$ cat src/rtl/ram_burst_ctrl_if.sv
// ============================================================================
// Module      : ram_burst_ctrl_if
// Description : Control, stream and RAM-pin bundle for the burst controller.
// Revision    : 1.0 - initial release
// ============================================================================
`default_nettype none

interface ram_burst_ctrl_if #(
  parameter int DW = 8,
  parameter int AW = 4
);
  logic          start_wr;
  logic          start_rd;
  logic [AW-1:0] base_addr;
  logic [AW:0]   burst_len;

  logic          s_valid;
  logic [DW-1:0] s_data;
  logic          s_ready;

  logic          m_valid;
  logic [DW-1:0] m_data;
  logic          m_ready;

  logic [AW-1:0] ram_add;
  logic [DW-1:0] ram_din;
  logic          ram_wr_en;
  logic [DW-1:0] ram_dout;

  logic          busy;
  logic          done;

  // Controller side
  modport slave (
    input  start_wr, start_rd, base_addr, burst_len,
    input  s_valid, s_data, m_ready, ram_dout,
    output s_ready, m_valid, m_data,
    output ram_add, ram_din, ram_wr_en,
    output busy, done
  );

  // Requester / stream peer / RAM side
  modport master (
    output start_wr, start_rd, base_addr, burst_len,
    output s_valid, s_data, m_ready, ram_dout,
    input  s_ready, m_valid, m_data,
    input  ram_add, ram_din, ram_wr_en,
    input  busy, done
  );
endinterface

`default_nettype wire

$ cat src/rtl/ram_burst_ctrl.sv
// ============================================================================
// Module      : ram_burst_ctrl
// Description : Write/read burst sequencer driving a single-port async-read RAM.
// Revision    : 1.0 - initial release
// ============================================================================
`default_nettype none

module ram_burst_ctrl #(
  parameter int DW = 8,
  parameter int AW = 4
) (
  input  wire logic         clk,
  input  wire logic         rst_n,
  ram_burst_ctrl_if.slave   bus
);

  localparam logic [AW:0] c_depth = {1'b1, {AW{1'b0}}};

  typedef enum logic [1:0] {
    ST_IDLE  = 2'd0,
    ST_WRITE = 2'd1,
    ST_READ  = 2'd2,
    ST_DONE  = 2'd3
  } state_t;

  state_t        r_state;
  state_t        w_state_nxt;

  logic [AW-1:0] r_ptr;
  logic [AW:0]   r_count;
  logic [DW-1:0] r_m_data;
  logic          r_m_valid;

  logic          w_len_ok;
  logic          w_load;
  logic          w_wr_beat;
  logic          w_rd_issue;
  logic          w_rd_last;

  // Lengths of zero or beyond the RAM depth are silently dropped.
  assign w_len_ok = (bus.burst_len != '0) && (bus.burst_len <= c_depth);

  assign bus.m_valid = r_m_valid;
  assign bus.m_data  = r_m_data;

  always_ff @(posedge clk) begin
    if (!rst_n) begin
      r_state <= ST_IDLE;
    end else begin
      r_state <= w_state_nxt;
    end
  end

  always_comb begin
    w_state_nxt   = r_state;
    w_load        = 1'b0;
    w_wr_beat     = 1'b0;
    w_rd_issue    = 1'b0;
    w_rd_last     = 1'b0;
    bus.s_ready   = 1'b0;
    bus.ram_wr_en = 1'b0;
    bus.ram_add   = r_ptr;
    bus.ram_din   = bus.s_data;
    bus.busy      = 1'b1;
    bus.done      = 1'b0;

    case (r_state)
      ST_IDLE: begin
        bus.busy = 1'b0;
        if (w_len_ok && (bus.start_wr || bus.start_rd)) begin
          w_load      = 1'b1;
          w_state_nxt = bus.start_wr ? ST_WRITE : ST_READ;
        end
      end

      ST_WRITE: begin
        bus.s_ready   = 1'b1;
        bus.ram_wr_en = bus.s_valid;
        if (bus.s_valid) begin
          w_wr_beat = 1'b1;
          if (r_count == (AW+1)'(1)) begin
            w_state_nxt = ST_DONE;
          end
        end
      end

      ST_READ: begin
        // Refill the output register whenever it is empty or being drained.
        if ((r_count != '0) && (!r_m_valid || bus.m_ready)) begin
          w_rd_issue = 1'b1;
        end
        if ((r_count == '0) && r_m_valid && bus.m_ready) begin
          w_rd_last   = 1'b1;
          w_state_nxt = ST_DONE;
        end
      end

      ST_DONE: begin
        bus.done    = 1'b1;
        w_state_nxt = ST_IDLE;
      end

      default: begin
        w_state_nxt = ST_IDLE;
      end
    endcase
  end

  always_ff @(posedge clk) begin
    if (!rst_n) begin
      r_ptr     <= '0;
      r_count   <= '0;
      r_m_data  <= '0;
      r_m_valid <= 1'b0;
    end else begin
      if (w_load) begin
        r_ptr   <= bus.base_addr;
        r_count <= bus.burst_len;
      end
      // Pointer wraps naturally at the RAM depth.
      if (w_wr_beat || w_rd_issue) begin
        r_ptr   <= r_ptr + 1'b1;
        r_count <= r_count - 1'b1;
      end
      if (w_rd_issue) begin
        r_m_data  <= bus.ram_dout;
        r_m_valid <= 1'b1;
      end else if (w_rd_last) begin
        r_m_valid <= 1'b0;
      end
    end
  end

endmodule

`default_nettype wire

$ cat src/flat_wrapper.sv
// flat-port wrapper written by rule: the top's interface ports become plain ports
module ram_burst_ctrl_flat 
#(
  parameter int DW = 8,
  parameter int AW = 4
)
  (clk, rst_n, bus_start_wr, bus_start_rd, bus_base_addr, bus_burst_len, bus_s_valid, bus_s_data, bus_m_ready, bus_ram_dout, bus_s_ready, bus_m_valid, bus_m_data, bus_ram_add, bus_ram_din, bus_ram_wr_en, bus_busy, bus_done);
  ram_burst_ctrl_if #(.DW(DW), .AW(AW)) bus_i ();
  input  wire logic clk;
  input  wire logic rst_n;
  input wire logic [$bits(bus_i.start_wr)-1:0] bus_start_wr;
  input wire logic [$bits(bus_i.start_rd)-1:0] bus_start_rd;
  input wire logic [$bits(bus_i.base_addr)-1:0] bus_base_addr;
  input wire logic [$bits(bus_i.burst_len)-1:0] bus_burst_len;
  input wire logic [$bits(bus_i.s_valid)-1:0] bus_s_valid;
  input wire logic [$bits(bus_i.s_data)-1:0] bus_s_data;
  input wire logic [$bits(bus_i.m_ready)-1:0] bus_m_ready;
  input wire logic [$bits(bus_i.ram_dout)-1:0] bus_ram_dout;
  output wire logic [$bits(bus_i.s_ready)-1:0] bus_s_ready;
  output wire logic [$bits(bus_i.m_valid)-1:0] bus_m_valid;
  output wire logic [$bits(bus_i.m_data)-1:0] bus_m_data;
  output wire logic [$bits(bus_i.ram_add)-1:0] bus_ram_add;
  output wire logic [$bits(bus_i.ram_din)-1:0] bus_ram_din;
  output wire logic [$bits(bus_i.ram_wr_en)-1:0] bus_ram_wr_en;
  output wire logic [$bits(bus_i.busy)-1:0] bus_busy;
  output wire logic [$bits(bus_i.done)-1:0] bus_done;
  assign bus_i.start_wr = bus_start_wr;
  assign bus_i.start_rd = bus_start_rd;
  assign bus_i.base_addr = bus_base_addr;
  assign bus_i.burst_len = bus_burst_len;
  assign bus_i.s_valid = bus_s_valid;
  assign bus_i.s_data = bus_s_data;
  assign bus_i.m_ready = bus_m_ready;
  assign bus_i.ram_dout = bus_ram_dout;
  assign bus_s_ready = bus_i.s_ready;
  assign bus_m_valid = bus_i.m_valid;
  assign bus_m_data = bus_i.m_data;
  assign bus_ram_add = bus_i.ram_add;
  assign bus_ram_din = bus_i.ram_din;
  assign bus_ram_wr_en = bus_i.ram_wr_en;
  assign bus_busy = bus_i.busy;
  assign bus_done = bus_i.done;
  ram_burst_ctrl #(.DW(DW), .AW(AW)) u_core (.clk(clk), .rst_n(rst_n), .bus(bus_i));
endmodule
$ cat config.mk
export PLATFORM = sky130hd
export DESIGN_NAME = ram_burst_ctrl_flat
export DESIGN_NICKNAME = d
export VERILOG_FILES = /design/src/rtl/ram_burst_ctrl_if.sv /design/src/rtl/ram_burst_ctrl.sv /design/src/flat_wrapper.sv
export SDC_FILE = /design/constraint.sdc
export NUM_CORES = 1
export LEC_CHECK = 0
export CORE_ASPECT_RATIO = 2
export CORE_MARGIN = 2
export CORE_UTILIZATION = 40
export DETAILED_ROUTE_END_ITERATION = 16
export PLACE_DENSITY = 0.79
export SLEW_MARGIN = 20
export SYNTH_ARGS = -nofsm -noshare
export SYNTH_HDL_FRONTEND = slang
export SYNTH_SLANG_ARGS = --single-unit
$ cat constraint.sdc
create_clock -name clk -period 2.78 [get_ports clk]
set_clock_uncertainty 0.2 [all_clocks]
set_input_delay 0.556 -clock clk [delete_from_list [all_inputs] [get_ports clk]]
set_output_delay 0.556 -clock clk [all_outputs]
set_load 0.1 [all_outputs]
==> results.md <==
- Status: completed
- Fin util: 0.548
- WP data arrival: between 2 and 2.5 ns
- Drt pass-1 iters: 4
- Design area: about 1600 µm²
- Largest family of logic cells by synthesized area: compound AO/OA/AOI/OAI gates
- Initial Util: 0.407
- Synth warnings: 0
- Postcts setup bufs: 0
- TritonCTS Buffers: 3
- CTS tree: yes
- Syn Area/Cell: around 8.7 µm²
- Number of synthesized flops with an enable pin: 0
- Worst-path clk slew: 0.08 ns
- Final hold slack: 0.290 ns
- Final min period: approximately 2.4 ns
- Mux cell area share after synthesis: 0.0929
- Post-synthesis simple-gate area fraction: 0.181
- Area contributors post-synth: dfxtp_1 34%, mux2i_1 9.3%, ha_1 8.4%
- Crit. End Element: flop
- Worst Setup Start Kind: flop
- Synth area leader: dfxtp_1
- Antenna diodes: 0
- H-tree levels: 1
- Synth Area in Compound Gates: 0.197
- First-pass GRT wire length: between 4 and 5 mm
- Die Span Y: 81.0 µm
- Most common cell in the netlist: dfxtp_1
- GR Util All Layers: 0.178
- # hold bufs at CTS: 0
- RSZ-0062 raised after global routing: no
- Synthesis-to-layout area growth: 34.4%
- M3 GR Usage: 0.0222
- Delay of the slowest critical-path stage: about 0.59 ns
- PD cells: between 1000 and 1500 nW/µm²
- Ys flop type: dfxtp_1
- Clk buf depth: 2
- Global-route track usage on met1: 0.182
- Slew Limit Fails: 0
- Setup TNS: 0 ns
- GR Util met2: 0.338
- Synth Register Bits: 20
- Post-DP Area: between 1500 and 2000 µm²
- Yosys top cell area share: 0.338
- Antenna viol nets, final: 0
- Fin. Hold Viols: 0
- Fmax achieved: about 410 MHz
- Wire length per cell: around 15 µm
- Initial antenna violation count: 0
- CP max-delay cell: or4b_1
- DR iter-0 viols: 30
- Crit-path cells: inv_1 > ha_1 > or4b_1 > a31oi_4 > nand3_2 > o32a_1 > o22ai_1
- Syn Nets: 175
- I/O Pins: 56
- Hold/Removal Path Class: flop to flop
- Root Driver: clkbuf_8
- RePlAce Congestion: ~0.86
- Vias post-DR: 1084
- Top cells by count, synth: 20 x dfxtp_1, 18 x nand2_1, 11 x mux2i_1, 10 x nor2_1
- Residual DRC: 0
- Row cnt: 28
- Post-route insts no fill: 199
- Setup Viol. Count Final: 0
- Mapped Cells: 136
- Slew headroom: 0.745
- Vias in the first global route: 1146
- Distinct cells, synth: 39
- WL final: 2.90 mm
- Grt ovf: 0
- Clk sinks: 20
- P_leak: around 0.00072 µW
- MaxCap Viol Count: 0
- Buffers on Ports: 39
- Post-CTS Resized: 0
- Via density: about 5.4
- Peak supply drop: 1.18 mV
- Crit Path Class: flop to flop
- Worst path required time: 2.76 ns
- Part of the cycle the worst path needs: 0.872
- Post-DP HPWL: between 2 and 2.5 mm
- Grt peak-use layer: met2
- Core Box Area: about 2900 µm²
- Final #Nets: around 210
- DP Cell Count: 195
- Asr flop ratio synth: 0
- Register area share after synthesis: 0.338
- Largest net degree at the start of global routing: 12
- Clk Latency, worst-skew pair: approximately 0.25 ns
- CP Max Fanout: 11
- Die X: 42.5 µm
- Adder-cell share of the synthesized area: 0.0845
- Post-Synth XOR/XNOR Area: 0.00739
- Cell Area, Synth: 1180 µm²
- Worst-Margin Slew: between 0.3 and 0.4 ns
- Layout cells sized above 1: 0.183
- DIE AREA: ~3400 µm²
-- metal layers --
layer / vias to the layer above / wire length (µm)
met4: 0 / 94
li1: 539 / -
met2: 44 / 1620
met1: 493 / 1030
met5: - / 0
met3: 8 / 147
-- final timing paths --
kind	startpoint	to	slack [ns]	cells past startpoint
min reg2reg	u_core.bus.ram_add[3]$_SDFFE_PN0P_	u_core.bus.ram_add[3]$_SDFFE_PN0P_	0.29	2
min	u_core.bus.ram_add[3]$_SDFFE_PN0P_	u_core.bus.ram_add[3]$_SDFFE_PN0P_	0.29	2
max reg2reg	u_core.r_count[0]$_SDFFE_PN0P_	u_core.r_count[3]$_SDFFE_PN0P_	0.36	7
max	u_core.r_count[0]$_SDFFE_PN0P_	u_core.r_count[3]$_SDFFE_PN0P_	0.36	7
-- power breakdown --
part / leakage [µW] / internal [µW] / total (µW) / switching, µW
combinational: 0.000530 / 434 / 1420 / 989
sequential: 0.000163 / 386 / 484 / 97.6
clock: 0.0000288 / 126 / 221 / 95.1
total: 0.000722 / 945 / 2130 / 1180
-- final cells by class --
class / instances / area [µm²]
clock buffer: 4 / 55.1
multi-input combinational: 94 / 671
timing repair buffer: 42 / 395
sequential: 20 / 400
fill: 277 / 1320
tap: 30 / 37.5
inverter: 9 / 33.8
-- critical path, delay by kind of cell, from the launching register on --
| kind | cells | cell delay [ns] |
|---|---|---|
| AOI/OAI and AO/OA | 3 | 0.76 |
| adders and majority gates | 1 | 0.16 |
| and+or+nand+nor | 2 | 0.78 |
| buffers and inverters | 1 | 0.10 |
| DFF | 1 | 0.34 |
-- registers in the layout, summed over array words and instances, names as in the netlist --
register            count
u_core.bus.ram_add      4
u_core.r_state          2
u_core.bus.m_valid      1
u_core.bus.m_data       8
u_core.r_count          5
-- logic make-up (layout without fill, tap and decap cells) --
logic type | Yosys count | after routing
mux | 11 | 11
flops | 20 | 20
xor+xnor | 1 | 1
simple gates | 44 | 44
fa+ha+maj | 8 | 8
buf+inv | 22 | 55
compound gates | 30 | 30
-- cells in the final DEF (no fill, tap or decap), types with 5 or more instances in the layout --
master and count:
clkdlybuf4s50_1 22, a21oi_1 7, o21ai_0 5, dfxtp_1 20, nor2_1 10, inv_1 9
buf_4 18, ha_1 7, nand2_1 18, mux2i_1 11
-- stage by stage --
| stage | total power [µW] | setup WS [ns] |
|---|---|---|
| after floorplan | 1640 | 0.290 |
| after global placement | 1860 | 0.341 |
| after detailed placement | 1910 | 0.270 |
| after CTS | 2140 | 0.351 |
| after global routing | 2260 | 0.208 |
| final | 2130 | 0.356 |
Note: power is estimated with default switching activity, not from simulation.
